`src/rtl/uart_cmd_parser_pkg.sv`:
```
// Shared definitions for the UART command parser: framing bytes, command codes,
// roll-mode encodings and the packet FSM state encoding.
package uart_cmd_parser_pkg;

    localparam logic [7:0] PKT_HEADER = 8'hA5;
    localparam logic [7:0] ACK_CODE   = 8'h06;
    localparam logic [7:0] NAK_CODE   = 8'h15;

    localparam logic [7:0] CMD_ROLL   = 8'h01;
    localparam logic [7:0] CMD_BRIGHT = 8'h02;
    localparam logic [7:0] CMD_QUERY  = 8'h03;

    localparam logic [1:0] ROLL_STATIC = 2'b00;
    localparam logic [1:0] ROLL_RIGHT  = 2'b01;
    localparam logic [1:0] ROLL_LEFT   = 2'b10;
    localparam logic [1:0] ROLL_HOME   = 2'b11;

    typedef enum logic [2:0] {
        ST_IDLE    = 3'd0,
        ST_GET_CMD = 3'd1,
        ST_GET_ARG = 3'd2,
        ST_GET_CHK = 3'd3,
        ST_RESP    = 3'd4
    } state_t;

endpackage

```
`src/rtl/uart_cmd_parser_if.sv`:
```
// Byte stream in from the UART receiver and the ACK/NAK handshake out to the
// transmitter. The slave modport is the parser, the master modport its environment.
interface uart_cmd_parser_if;

    logic [7:0] rx_data;
    logic       rx_valid;
    logic [7:0] tx_data;
    logic       tx_valid;
    logic       tx_ready;

    modport master (
        output rx_data,
        output rx_valid,
        input  tx_data,
        input  tx_valid,
        output tx_ready
    );

    modport slave (
        input  rx_data,
        input  rx_valid,
        output tx_data,
        output tx_valid,
        input  tx_ready
    );

endinterface

```
`src/rtl/uart_cmd_parser_timeout.sv`:
```
// Inter-byte idle timer: counts enabled cycles since the last clear and flags
// expiry once LIMIT cycles have elapsed.
module uart_cmd_parser_timeout #(
    parameter int unsigned LIMIT = 500000
) (
    input  logic clk,
    input  logic rst_n,
    input  logic clear,
    input  logic enable,
    output logic expired
);

    localparam int unsigned       CNT_W   = $clog2(LIMIT + 1);
    localparam logic [CNT_W-1:0]  LIMIT_C = CNT_W'(LIMIT);

    logic [CNT_W-1:0] count_r;

    // Idle counter; parks at LIMIT so expiry stays asserted until cleared.
    always_ff @(posedge clk) begin
        if (!rst_n) begin
            count_r <= {CNT_W{1'b0}};
        end else if (clear) begin
            count_r <= {CNT_W{1'b0}};
        end else if (enable && (count_r != LIMIT_C)) begin
            count_r <= count_r + {{(CNT_W-1){1'b0}}, 1'b1};
        end else begin
            count_r <= count_r;
        end
    end

    assign expired = enable & ~clear & (count_r == LIMIT_C);

endmodule

```
`src/rtl/uart_cmd_parser.sv`:
```
// Framed UART command decoder: validates HEADER/CMD/ARG/CHK packets, drives the
// LED roll/brightness registers and answers each packet with ACK, NAK or status.
module uart_cmd_parser
    import uart_cmd_parser_pkg::*;
#(
    parameter int unsigned TIMEOUT_CYCLES = 500000,
    parameter logic [7:0]  HEADER         = PKT_HEADER,
    parameter logic [7:0]  ACK_BYTE       = ACK_CODE,
    parameter logic [7:0]  NAK_BYTE       = NAK_CODE
) (
    input  logic                   clk,
    input  logic                   rst_n,
    uart_cmd_parser_if.slave       bus,
    input  logic                   bright_step,
    output logic [1:0]             roll_mode,
    output logic [1:0]             bright_level,
    output logic                   cmd_strobe,
    output logic [7:0]             err_cnt
);

    // Checksum and command-field validation of a complete packet.
    function automatic logic pkt_ok(input logic [7:0] cmd,
                                    input logic [7:0] arg,
                                    input logic [7:0] chk);
        logic cmd_known;
        cmd_known = (cmd == CMD_ROLL) || (cmd == CMD_BRIGHT) || (cmd == CMD_QUERY);
        return (chk == (cmd ^ arg)) && (arg[7:2] == 6'd0) && cmd_known;
    endfunction

    state_t     state_r;
    state_t     state_nx;
    logic [7:0] cmd_r;
    logic [7:0] arg_r;
    logic [1:0] roll_r;
    logic [1:0] bright_r;
    logic       strobe_r;
    logic       tx_valid_r;
    logic [7:0] tx_data_r;
    logic [7:0] err_r;

    logic [1:0] roll_nx;
    logic [1:0] bright_nx;
    logic       strobe_nx;
    logic       tx_valid_nx;
    logic [7:0] tx_data_nx;
    logic       err_inc;

    logic       in_packet_s;
    logic       tmo_clear_s;
    logic       tmo_expired_s;
    logic       tx_fire_s;

    assign in_packet_s = (state_r == ST_GET_CMD) || (state_r == ST_GET_ARG) ||
                         (state_r == ST_GET_CHK);
    assign tmo_clear_s = bus.rx_valid | ~in_packet_s;
    assign tx_fire_s   = tx_valid_r & bus.tx_ready;

    uart_cmd_parser_timeout #(
        .LIMIT   (TIMEOUT_CYCLES)
    ) u_timeout (
        .clk     (clk),
        .rst_n   (rst_n),
        .clear   (tmo_clear_s),
        .enable  (in_packet_s),
        .expired (tmo_expired_s)
    );

    // FSM state register.
    always_ff @(posedge clk) begin
        if (!rst_n) begin
            state_r <= ST_IDLE;
        end else begin
            state_r <= state_nx;
        end
    end

    // FSM next-state logic; a received byte always takes priority over expiry.
    always_comb begin
        state_nx = state_r;
        case (state_r)
            ST_IDLE: begin
                if (bus.rx_valid && (bus.rx_data == HEADER)) state_nx = ST_GET_CMD;
                else                                         state_nx = ST_IDLE;
            end
            ST_GET_CMD: begin
                if (bus.rx_valid)       state_nx = ST_GET_ARG;
                else if (tmo_expired_s) state_nx = ST_IDLE;
                else                    state_nx = ST_GET_CMD;
            end
            ST_GET_ARG: begin
                if (bus.rx_valid)       state_nx = ST_GET_CHK;
                else if (tmo_expired_s) state_nx = ST_IDLE;
                else                    state_nx = ST_GET_ARG;
            end
            ST_GET_CHK: begin
                if (bus.rx_valid)       state_nx = ST_RESP;
                else if (tmo_expired_s) state_nx = ST_IDLE;
                else                    state_nx = ST_GET_CHK;
            end
            ST_RESP: begin
                if (tx_fire_s) state_nx = ST_IDLE;
                else           state_nx = ST_RESP;
            end
            default: state_nx = ST_IDLE;
        endcase
    end

    // FSM output logic: next values of the registered outputs.
    always_comb begin
        roll_nx     = roll_r;
        strobe_nx   = 1'b0;
        tx_valid_nx = tx_valid_r;
        tx_data_nx  = tx_data_r;
        err_inc     = 1'b0;
        if (bright_step) bright_nx = bright_r + 2'd1;
        else             bright_nx = bright_r;

        case (state_r)
            ST_GET_CMD, ST_GET_ARG: begin
                if (tmo_expired_s) err_inc = 1'b1;
                else               err_inc = 1'b0;
            end
            ST_GET_CHK: begin
                if (bus.rx_valid) begin
                    tx_valid_nx = 1'b1;
                    if (pkt_ok(cmd_r, arg_r, bus.rx_data)) begin
                        case (cmd_r)
                            CMD_ROLL: begin
                                roll_nx    = arg_r[1:0];
                                strobe_nx  = 1'b1;
                                tx_data_nx = ACK_BYTE;
                            end
                            CMD_BRIGHT: begin
                                // The UART value overrides a coincident button step.
                                bright_nx  = arg_r[1:0];
                                strobe_nx  = 1'b1;
                                tx_data_nx = ACK_BYTE;
                            end
                            CMD_QUERY: tx_data_nx = {4'h0, roll_r, bright_r};
                            default:   tx_data_nx = NAK_BYTE;
                        endcase
                    end else begin
                        tx_data_nx = NAK_BYTE;
                        err_inc    = 1'b1;
                    end
                end else if (tmo_expired_s) begin
                    err_inc = 1'b1;
                end else begin
                    err_inc = 1'b0;
                end
            end
            ST_RESP: begin
                if (bus.rx_valid) err_inc = 1'b1;
                else              err_inc = 1'b0;
                if (tx_fire_s) tx_valid_nx = 1'b0;
                else           tx_valid_nx = tx_valid_r;
            end
            default: err_inc = 1'b0;
        endcase
    end

    // Output, capture and error-count registers.
    always_ff @(posedge clk) begin
        if (!rst_n) begin
            cmd_r      <= 8'h00;
            arg_r      <= 8'h00;
            roll_r     <= ROLL_STATIC;
            bright_r   <= 2'd0;
            strobe_r   <= 1'b0;
            tx_valid_r <= 1'b0;
            tx_data_r  <= 8'h00;
            err_r      <= 8'h00;
        end else begin
            if ((state_r == ST_GET_CMD) && bus.rx_valid) cmd_r <= bus.rx_data;
            if ((state_r == ST_GET_ARG) && bus.rx_valid) arg_r <= bus.rx_data;
            roll_r     <= roll_nx;
            bright_r   <= bright_nx;
            strobe_r   <= strobe_nx;
            tx_valid_r <= tx_valid_nx;
            tx_data_r  <= tx_data_nx;
            if (err_inc && (err_r != 8'hFF)) err_r <= err_r + 8'd1;
        end
    end

    assign roll_mode    = roll_r;
    assign bright_level = bright_r;
    assign cmd_strobe   = strobe_r;
    assign err_cnt      = err_r;
    assign bus.tx_data  = tx_data_r;
    assign bus.tx_valid = tx_valid_r;

endmodule

```
`src/flat_wrapper.sv`:
```
// flat-port wrapper written by rule: the top's interface ports become plain ports
module uart_cmd_parser_flat import uart_cmd_parser_pkg::*;
#(
    parameter int unsigned TIMEOUT_CYCLES = 500000,
    parameter logic [7:0]  HEADER         = PKT_HEADER,
    parameter logic [7:0]  ACK_BYTE       = ACK_CODE,
    parameter logic [7:0]  NAK_BYTE       = NAK_CODE
)
  (clk, rst_n, bright_step, roll_mode, bright_level, cmd_strobe, err_cnt, bus_rx_data, bus_rx_valid, bus_tx_data, bus_tx_valid, bus_tx_ready);
  uart_cmd_parser_if bus_i ();
  input  logic clk;
  input  logic rst_n;
  input  logic bright_step;
  output logic [1:0] roll_mode;
  output logic [1:0] bright_level;
  output logic cmd_strobe;
  output logic [7:0] err_cnt;
  input wire logic [$bits(bus_i.rx_data)-1:0] bus_rx_data;
  input wire logic [$bits(bus_i.rx_valid)-1:0] bus_rx_valid;
  output wire logic [$bits(bus_i.tx_data)-1:0] bus_tx_data;
  output wire logic [$bits(bus_i.tx_valid)-1:0] bus_tx_valid;
  input wire logic [$bits(bus_i.tx_ready)-1:0] bus_tx_ready;
  assign bus_i.rx_data = bus_rx_data;
  assign bus_i.rx_valid = bus_rx_valid;
  assign bus_tx_data = bus_i.tx_data;
  assign bus_tx_valid = bus_i.tx_valid;
  assign bus_i.tx_ready = bus_tx_ready;
  uart_cmd_parser #(.TIMEOUT_CYCLES(TIMEOUT_CYCLES), .HEADER(HEADER), .ACK_BYTE(ACK_BYTE), .NAK_BYTE(NAK_BYTE)) u_core (.clk(clk), .rst_n(rst_n), .bus(bus_i), .bright_step(bright_step), .roll_mode(roll_mode), .bright_level(bright_level), .cmd_strobe(cmd_strobe), .err_cnt(err_cnt));
endmodule
```
`config.mk`:
```
export PLATFORM = sky130hd
export DESIGN_NAME = uart_cmd_parser_flat
export DESIGN_NICKNAME = d
export VERILOG_FILES = /design/src/rtl/uart_cmd_parser_pkg.sv /design/src/rtl/uart_cmd_parser_if.sv /design/src/rtl/uart_cmd_parser_timeout.sv /design/src/rtl/uart_cmd_parser.sv /design/src/flat_wrapper.sv
export SDC_FILE = /design/constraint.sdc
export NUM_CORES = 1
export LEC_CHECK = 0
export BUFFER_PORTS_ARGS = -buffer_cell sky130_fd_sc_hd__buf_2
export CORE_MARGIN = 1
export CORE_UTILIZATION = 30
export CTS_BUF_LIST = sky130_fd_sc_hd__clkbuf_4 sky130_fd_sc_hd__clkbuf_8
export DETAILED_ROUTE_END_ITERATION = 7
export GPL_TIMING_DRIVEN = 1
export HOLD_SLACK_MARGIN = 0.08
export SYNTH_ARGS = -nofsm -noshare
export SYNTH_HDL_FRONTEND = slang
export SYNTH_SLANG_ARGS = --single-unit
```
`constraint.sdc`:
```
create_clock -name clk -period 2.7 [get_ports clk]
set_input_delay 0.27 -clock clk [delete_from_list [all_inputs] [get_ports clk]]
set_output_delay 0.27 -clock clk [all_outputs]
set_load 0.01 [all_outputs]
```
# --- After elaboration in Yosys (flattened, before gate mapping) ---
# Index checks and enable logic that the tools add are counted.
word_totals:
  ff_bits: 60
  in_bits: 13
  elab_cells: 81
op_classes:
  addsub: 3
  n_eq_ne: 14
  muxes: 25
  n_bitwise: 8
  n_reduce_logical: 21
op_table:
  columns: ["operator", "n"]
  rows:
  - ["$add 19x1->19 const B", 1]
  - ["$eq 19x19->1 const B", 1]
  - ["$ne 19x19->1 const B", 1]
  - ["$eq 8x2->1 const B", 2]
  - ["$pmux 3 s5", 1]
  - ["$mux 2", 7]
  - ["$mux 3", 4]
  - ["$pmux 5 s2", 1]
  - ["$mux 1", 9]
  - ["$add 8x1->8 const B", 1]
  - ["$eq 8x1->1 const B", 1]
  - ["$eq 8x8->1", 1]
  - ["$eq 8x8->1 const B", 1]
  - ["$ne 8x8->1 const B", 1]
  - ["$reduce_and 4->1", 2]
  - ["$xor 8x8->8", 1]
  - ["$logic_and 1x1->1", 7]
  - ["$eq 3x2->1 const B", 2]
  - ["$logic_not 6->1", 1]
  - ["$reduce_or 2->1", 3]
  - ["$mux 5", 1]
  - ["$logic_or 1x1->1", 4]
  - ["$and 1x1->1", 3]
  - ["$eq 3x1->1 const B", 1]
  - ["other kinds (12)", 14]

# --- Longest topological paths before layout ---
depth:
  word_depth: 12
  ltp_mapped: 9
  depth_no_buf: 8

# --- Cells and area by module ---
# From an unflattened synthesis, not the netlist that was laid out.
unflattened:
  hier_cells: 322
  hier_area_um2: 2826.5
modules_own_cells:
  columns: ["mod", "instances", "cells_per_inst", "area_each_um2", "seq_area_each_um2"]
  rows:
  - ["uart_cmd_parser", 1, 212, 1875.5, 760.7]
  - ["uart_cmd_parser_timeout", 1, 110, 950.9, 380.4]

# --- Worst setup path before layout ---
# OpenSTA, ideal clock, no wires.
synth_path:
  path_type: "flip-flop to flip-flop"
  start: "register u_core.u_timeout.count_r[14]"
  end: "register u_core.err_r[5], in the netlist u_core.err_cnt[5]"
  setup_time_ns: 0.070
  t_arrival_ns: 1.907
  required_ns: 2.630
  setup_slack_ns: 0.722
  path_stages_with_launch: 8
  n_path_buf: 1
  cell_sequence: "dfxtp_1 nand4b_2 or4_4 o21ai_2 a21oi_2 buf_6 or4_1 a21oi_1"
synth_between:
  elab_chain_len: 6
synth_lines:
  columns: ["item", "line", "rtl"]
  rows:
  - ["start: declaration", "uart_cmd_parser_timeout.sv:16", "logic [CNT_W-1:0] count_r;"]
  - ["start signal: assignment", "uart_cmd_parser_timeout.sv:21", "count_r <= {CNT_W{1'b0}};"]
  - ["start signal: assignment", "uart_cmd_parser_timeout.sv:23", "count_r <= {CNT_W{1'b0}};"]
  - ["start signal: assignment", "uart_cmd_parser_timeout.sv:25", "count_r <= count_r + {{(CNT_W-1){1'b0}}, 1'b1};"]
  - ["$eq 19x19->1 (*)", "uart_cmd_parser_timeout.sv:31", "assign expired = enable & ~clear & (count_r == LIMIT_C);"]
  - ["$and 1x1->1 (*)", "uart_cmd_parser_timeout.sv:31", null]
  - ["$mux 1 (*)", "uart_cmd_parser.sv:120, uart_cmd_parser.sv:146", null]
  - ["$mux 1", "uart_cmd_parser.sv:124", "if (bus.rx_valid) begin"]
  - ["$pmux 1 s3 (*)", "uart_cmd_parser.sv:118", "case (state_r)"]
  - ["$logic_and 1x1->1 (*)", "uart_cmd_parser.sv:181", "if (err_inc && (err_r != 8'hFF)) err_r <= err_r + 8'd1;"]
  - ["end signal: assignment", "uart_cmd_parser.sv:181", null]
  - ["end: declaration", "uart_cmd_parser.sv:39", "logic [7:0] err_r;"]
# Every way passes the cells marked *; elsewhere a longest branch is shown, timed or not.
# A chain may end at the register's enable or synchronous reset.

# --- Worst setup path in the final report ---
layout_path:
  start: "register u_core.cmd_r[1]"
  end: "register u_core.err_r[0], in the netlist u_core.err_cnt[0]"
layout_between:
  elab_chain_len: 8
  elab_cells_between_ends: 13
layout_lines:
  columns: ["item", "line", "rtl"]
  rows:
  - ["start: declaration", "uart_cmd_parser.sv:32", "logic [7:0] cmd_r;"]
  - ["start signal: assignment", "uart_cmd_parser.sv:174", "if ((state_r == ST_GET_CMD) && bus.rx_valid) cmd_r <= bus.rx_data;"]
  - ["$xor 8x8->8 (tied with other cells)", "uart_cmd_parser.sv:27", "return (chk == (cmd ^ arg)) && (arg[7:2] == 6'd0) && cmd_known;"]
  - ["$eq 8x8->1 or $logic_or 1x1->1 (tied branches)", "uart_cmd_parser.sv:27, uart_cmd_parser.sv:26", null]
  - ["$logic_and 1x1->1 or $logic_or 1x1->1 (tied branches)", "uart_cmd_parser.sv:27, uart_cmd_parser.sv:26", null]
  - ["$logic_and 1x1->1 (*)", "uart_cmd_parser.sv:27", null]
  - ["$mux 1 (*)", "uart_cmd_parser.sv:126", "if (pkt_ok(cmd_r, arg_r, bus.rx_data)) begin"]
  - ["$mux 1 (*)", "uart_cmd_parser.sv:124", null]
  - ["$pmux 1 s3 (*)", "uart_cmd_parser.sv:118", null]
  - ["$logic_and 1x1->1 (*)", "uart_cmd_parser.sv:181", null]
# Marked as above.

==> metrics.md <==
| Metric | Value |
|---|---|
| Initial antenna violation count | 0 |
| Crit path required time | 2.92 ns |
| WHS Endpoint | u_core.arg_r[1]$_SDFFE_PN0P_ |
| Largest family of logic cells by synthesized area | simple AND/OR/NAND/NOR gates |
| Max_slew headroom | 54.5% |
| Outcome | finished with violations |
| Hold_sp | bus_rx_data[1] |
| Final WL | 5950 um |
| Internal Power | 1310 uW |
| Ys async rst share | 0% |
| Starting Density | 31.1% |
| Vias per cell | 4.97 |
| Number of diodes | 0 |
| Antenna violation net count after detailed routing | 0 |
| Final HPWL DP | 4330 um |
| Clk root buf | clkbuf_8 |
| Crit-path cells | xnor3_1 > nand3_1 > or4_1 > a21oi_2 > a31oi_1 > mux2i_1 |
| Primary FF master, synth | dfxtp_1 |
| Die width | 97.6 um |
| Post-CTS setup buffer count | 0 |
| Synthesis Warnings | 0 |
| Fillers | 905 |
| Layout cell share with drive strength beyond 1 | 16.4% |
| Rows | 34 |
| Via count | 2323 |
| Total Routing Usage GR | 13.8% |
| Sum of negative setup slack | 0 ns |
| Vias in the first global route | 2183 |
| First-pass iteration count of the detailed router | 7 |
| Post-route cell area | 0.00318 mm^2 |
| Hold path depth | 3 |
| Tot Pwr | 1690 uW |
| Sequential cell area | 0.00114 mm^2 |
| Area leader, netlist | dfxtp_1 |
| Max Root-Sink Buffers | 2 |
| Post-layout worst setup margin | 0.412 ns |
| Slew Limit Fails | 0 |
| Crit Path Max Fanout | 12 |
| Clock network fraction of total power | 46.6% |
| Most area-consuming cells after synthesis | dfxtp_1 (42%), mux2i_1 (5.5%), nand2_1 (5.5%) |
| IO Count | 35 |
| Hold_ws | 0.212 ns |
| Power per Cell Area | 532 mW/mm^2 |
| CTS tree | done |
| Die height | 97.6 um |
| First-pass GRT wire length | 10500 um |
| CP max-delay cell | or4_1 |
| Clk_lat worst skew | 0.34 ns |
| Hold Path Class | input port to flop |
| Fmax | 437 MHz |
| RSZ-0062 raised after global routing | no |
| Sw frac | 22.5% |
| Worst EP arrival | 2.51 ns |
| Die area | 0.00953 mm^2 |
| Fin crit period | 2.29 ns |
| Top-count cell post-synth | dfxtp_1 |
| Clock skew | 0.0108 ns |
| IO Port Bufs | 31 |
| Clock transition at path regs | 0.07 ns |
| Area of the multi-input gates | 0.00149 mm^2 |
| Mapped cell area | 0.00274 mm^2 |
| #FFs+latches synth | 57 |
| Failing checks | DRC |
| FF-to-FF path depth | 6 |
| Sw power | 381 uW |
| Average instance area after synthesis | 8.52 um^2 |
| H-tree depth | 3 |
| Endpoints failing setup | 0 |
| Compound-Gate Fraction of Synth Area | 11.7% |
| Area share of fa/ha/maj cells after synthesis | 1.37% |
| CP Launch Type | flop |
| Maximum vdd drop | 0.000239 V |
| Initial DRC Count | 152 |
| Crit. Startpoint | u_core.cmd_r[1]$_SDFFE_PN0P_ |
| Sequential share of power | 50.0% |
| Sequential fraction of the synthesis area | 41.6% |
| Period utilization | 84.7% |
| Grt total ovfl | 0 |
| Placed cell areas | 0.00298 mm^2 |
| TritonCTS buffer count | 9 |
| Reg-to-reg endpoint | u_core.err_cnt[0]$_SDFFE_PN0P_ |
| Mapped Cells | 322 |
| Worst Setup End Kind | flop |
| R2r setup slk | 0.41 ns |
| Drt drc | 6 |
| Commonest cells in the netlist | dfxtp_1 (57), nand2_1 (40), nor2_1 (33), a21oi_1 (26), mux2i_1 (15) |
| Post-synthesis mux area share | 5.47% |
| Maxcap violations | 0 |
| Synth top area share | 41.6% |
| Hold_buf cts | 0 |
| Slew @ Worst Pin | 0.683 ns |
| EDFF count, synth | 0 |
| Pleak | 0.00118 uW |
| Pre-CTS WS | 0.407 ns |
| Core region area | 0.00881 mm^2 |
| RePlAce Congestion | 0.767 |
| Largest net degree at the start of global routing | 20 |
| Setup CP Type | flop to flop |
| Resized Gates After CTS | 0 |
| Clk sinks | 57 |
| Slowest stage delay, CP | 0.59 ns |
| XOR/XNOR share of the synthesized area | 7.89% |
| Combinational share of power | 3.3% |
| Wire per inst | 12.7 um |
| Synth-to-layout area growth | 15.9% |
| Fin nets | 370 |
| Worst r2r src | u_core.cmd_r[1]$_SDFFE_PN0P_ |
| Library cells used by synthesis | 50 |
| Final Hold Viols | 0 |
| Simple-Gate Fraction of Synth Area | 27.4% |
[routing by layer]
layer / global-route usage [%] / up-vias / share of wire (%)
met3: 5.04 / 5 / 3.7
met4: 3.85 / 0 / 0.99
li1: - / 1194 / -
met1: 18.8 / 1078 / 52
met2: 20.5 / 46 / 44
met5: 0 / - / 0
[cell usage in the layout, fill, tap and decap left out, drive strengths merged, types with 3 or more instances in the layout]
master  synthesis  routed
nand2b          4       4
xor2            4       4
or4             5       5
ha              3       3
a21oi          27      27
dfxtp          57      57
or3            11      11
mux2i          15      15
conb            1       3
nor2           33      33
o21ai          16      16
nand4           6       6
nand3b          3       3
and3            9       9
or2             3       3
clkbuf          7      10
nor4            5       5
xnor3           3       3
inv            10      10
buf             8      34
nand2          40      40
clkinv          1       5
xnor2          13      13
nand3          12      12
[cell type report]
| class | instances | area share (%) |
|---|---|---|
| multi-input cells | 241 | 46.8 |
| flip-flops and latches | 57 | 35.9 |
| repair buffers | 34 | 5.59 |
| clock buffers | 10 | 4.33 |
| well taps | 108 | 4.25 |
| clock inverters | 6 | 1.81 |
| inverters | 11 | 1.30 |
[critical path, delay by kind of cell, from the launching register on]
| family | cells | cell delay [ns] |
|---|---|---|
| DFF | 1 | 0.49 |
| AOI/OAI and AO/OA | 2 | 0.57 |
| xor gates and xnor gates | 1 | 0.27 |
| and+or+nand+nor | 2 | 0.69 |
| muxes | 1 | 0.15 |
[power groups by stage]
stage	registers (uW)	clock network [uW]	logic, uW
finish	846	789	56.5
detailed placement	865	0	56.3
floorplan	866	0	31.9
CTS	846	817	56.7
global route	846	855	62.9
global placement	865	0	56.3
[sequential cells by signal (all words and copies together), names as in the netlist, 2 cells and up]
signal / flops
u_core.u_timeout.count_r: 19
u_core.arg_r: 8
u_core.cmd_r: 8
u_core.err_cnt: 8
u_core.bus.tx_data: 5
u_core.state_r: 3
u_core.bright_level: 2
u_core.roll_mode: 2
[metrics by stage]
stage	instances	util, %
after floorplan	324	-
after global placement	451	33.9
after detailed placement	451	33.9
after CTS	467	36.1
after global routing	467	36.1
final	467	36.1
[kinds of logic (layout without fill, tap and decap cells)]
| group | count (synthesis) | count (layout) |
|---|---|---|
| flops | 57 | 57 |
| xor+xnor | 20 | 20 |
| fa+ha+maj | 3 | 3 |
| simple gates | 145 | 145 |
| compound gates | 55 | 55 |
| buf+inv | 26 | 61 |
| mux | 15 | 15 |
| other cells | 1 | 3 |
[worst max path at each step]
stage / to
6_report: u_core.err_cnt[0]$_SDFFE_PN0P_
5_1_grt: u_core.err_cnt[1]$_SDFFE_PN0P_
4_1_cts: u_core.err_cnt[1]$_SDFFE_PN0P_
3_5_place_dp: u_core.err_cnt[1]$_SDFFE_PN0P_
3_3_place_gp: u_core.err_cnt[1]$_SDFFE_PN0P_
2_1_floorplan: u_core.err_cnt[5]$_SDFFE_PN0P_
Power figures use the tool's default switching activity.
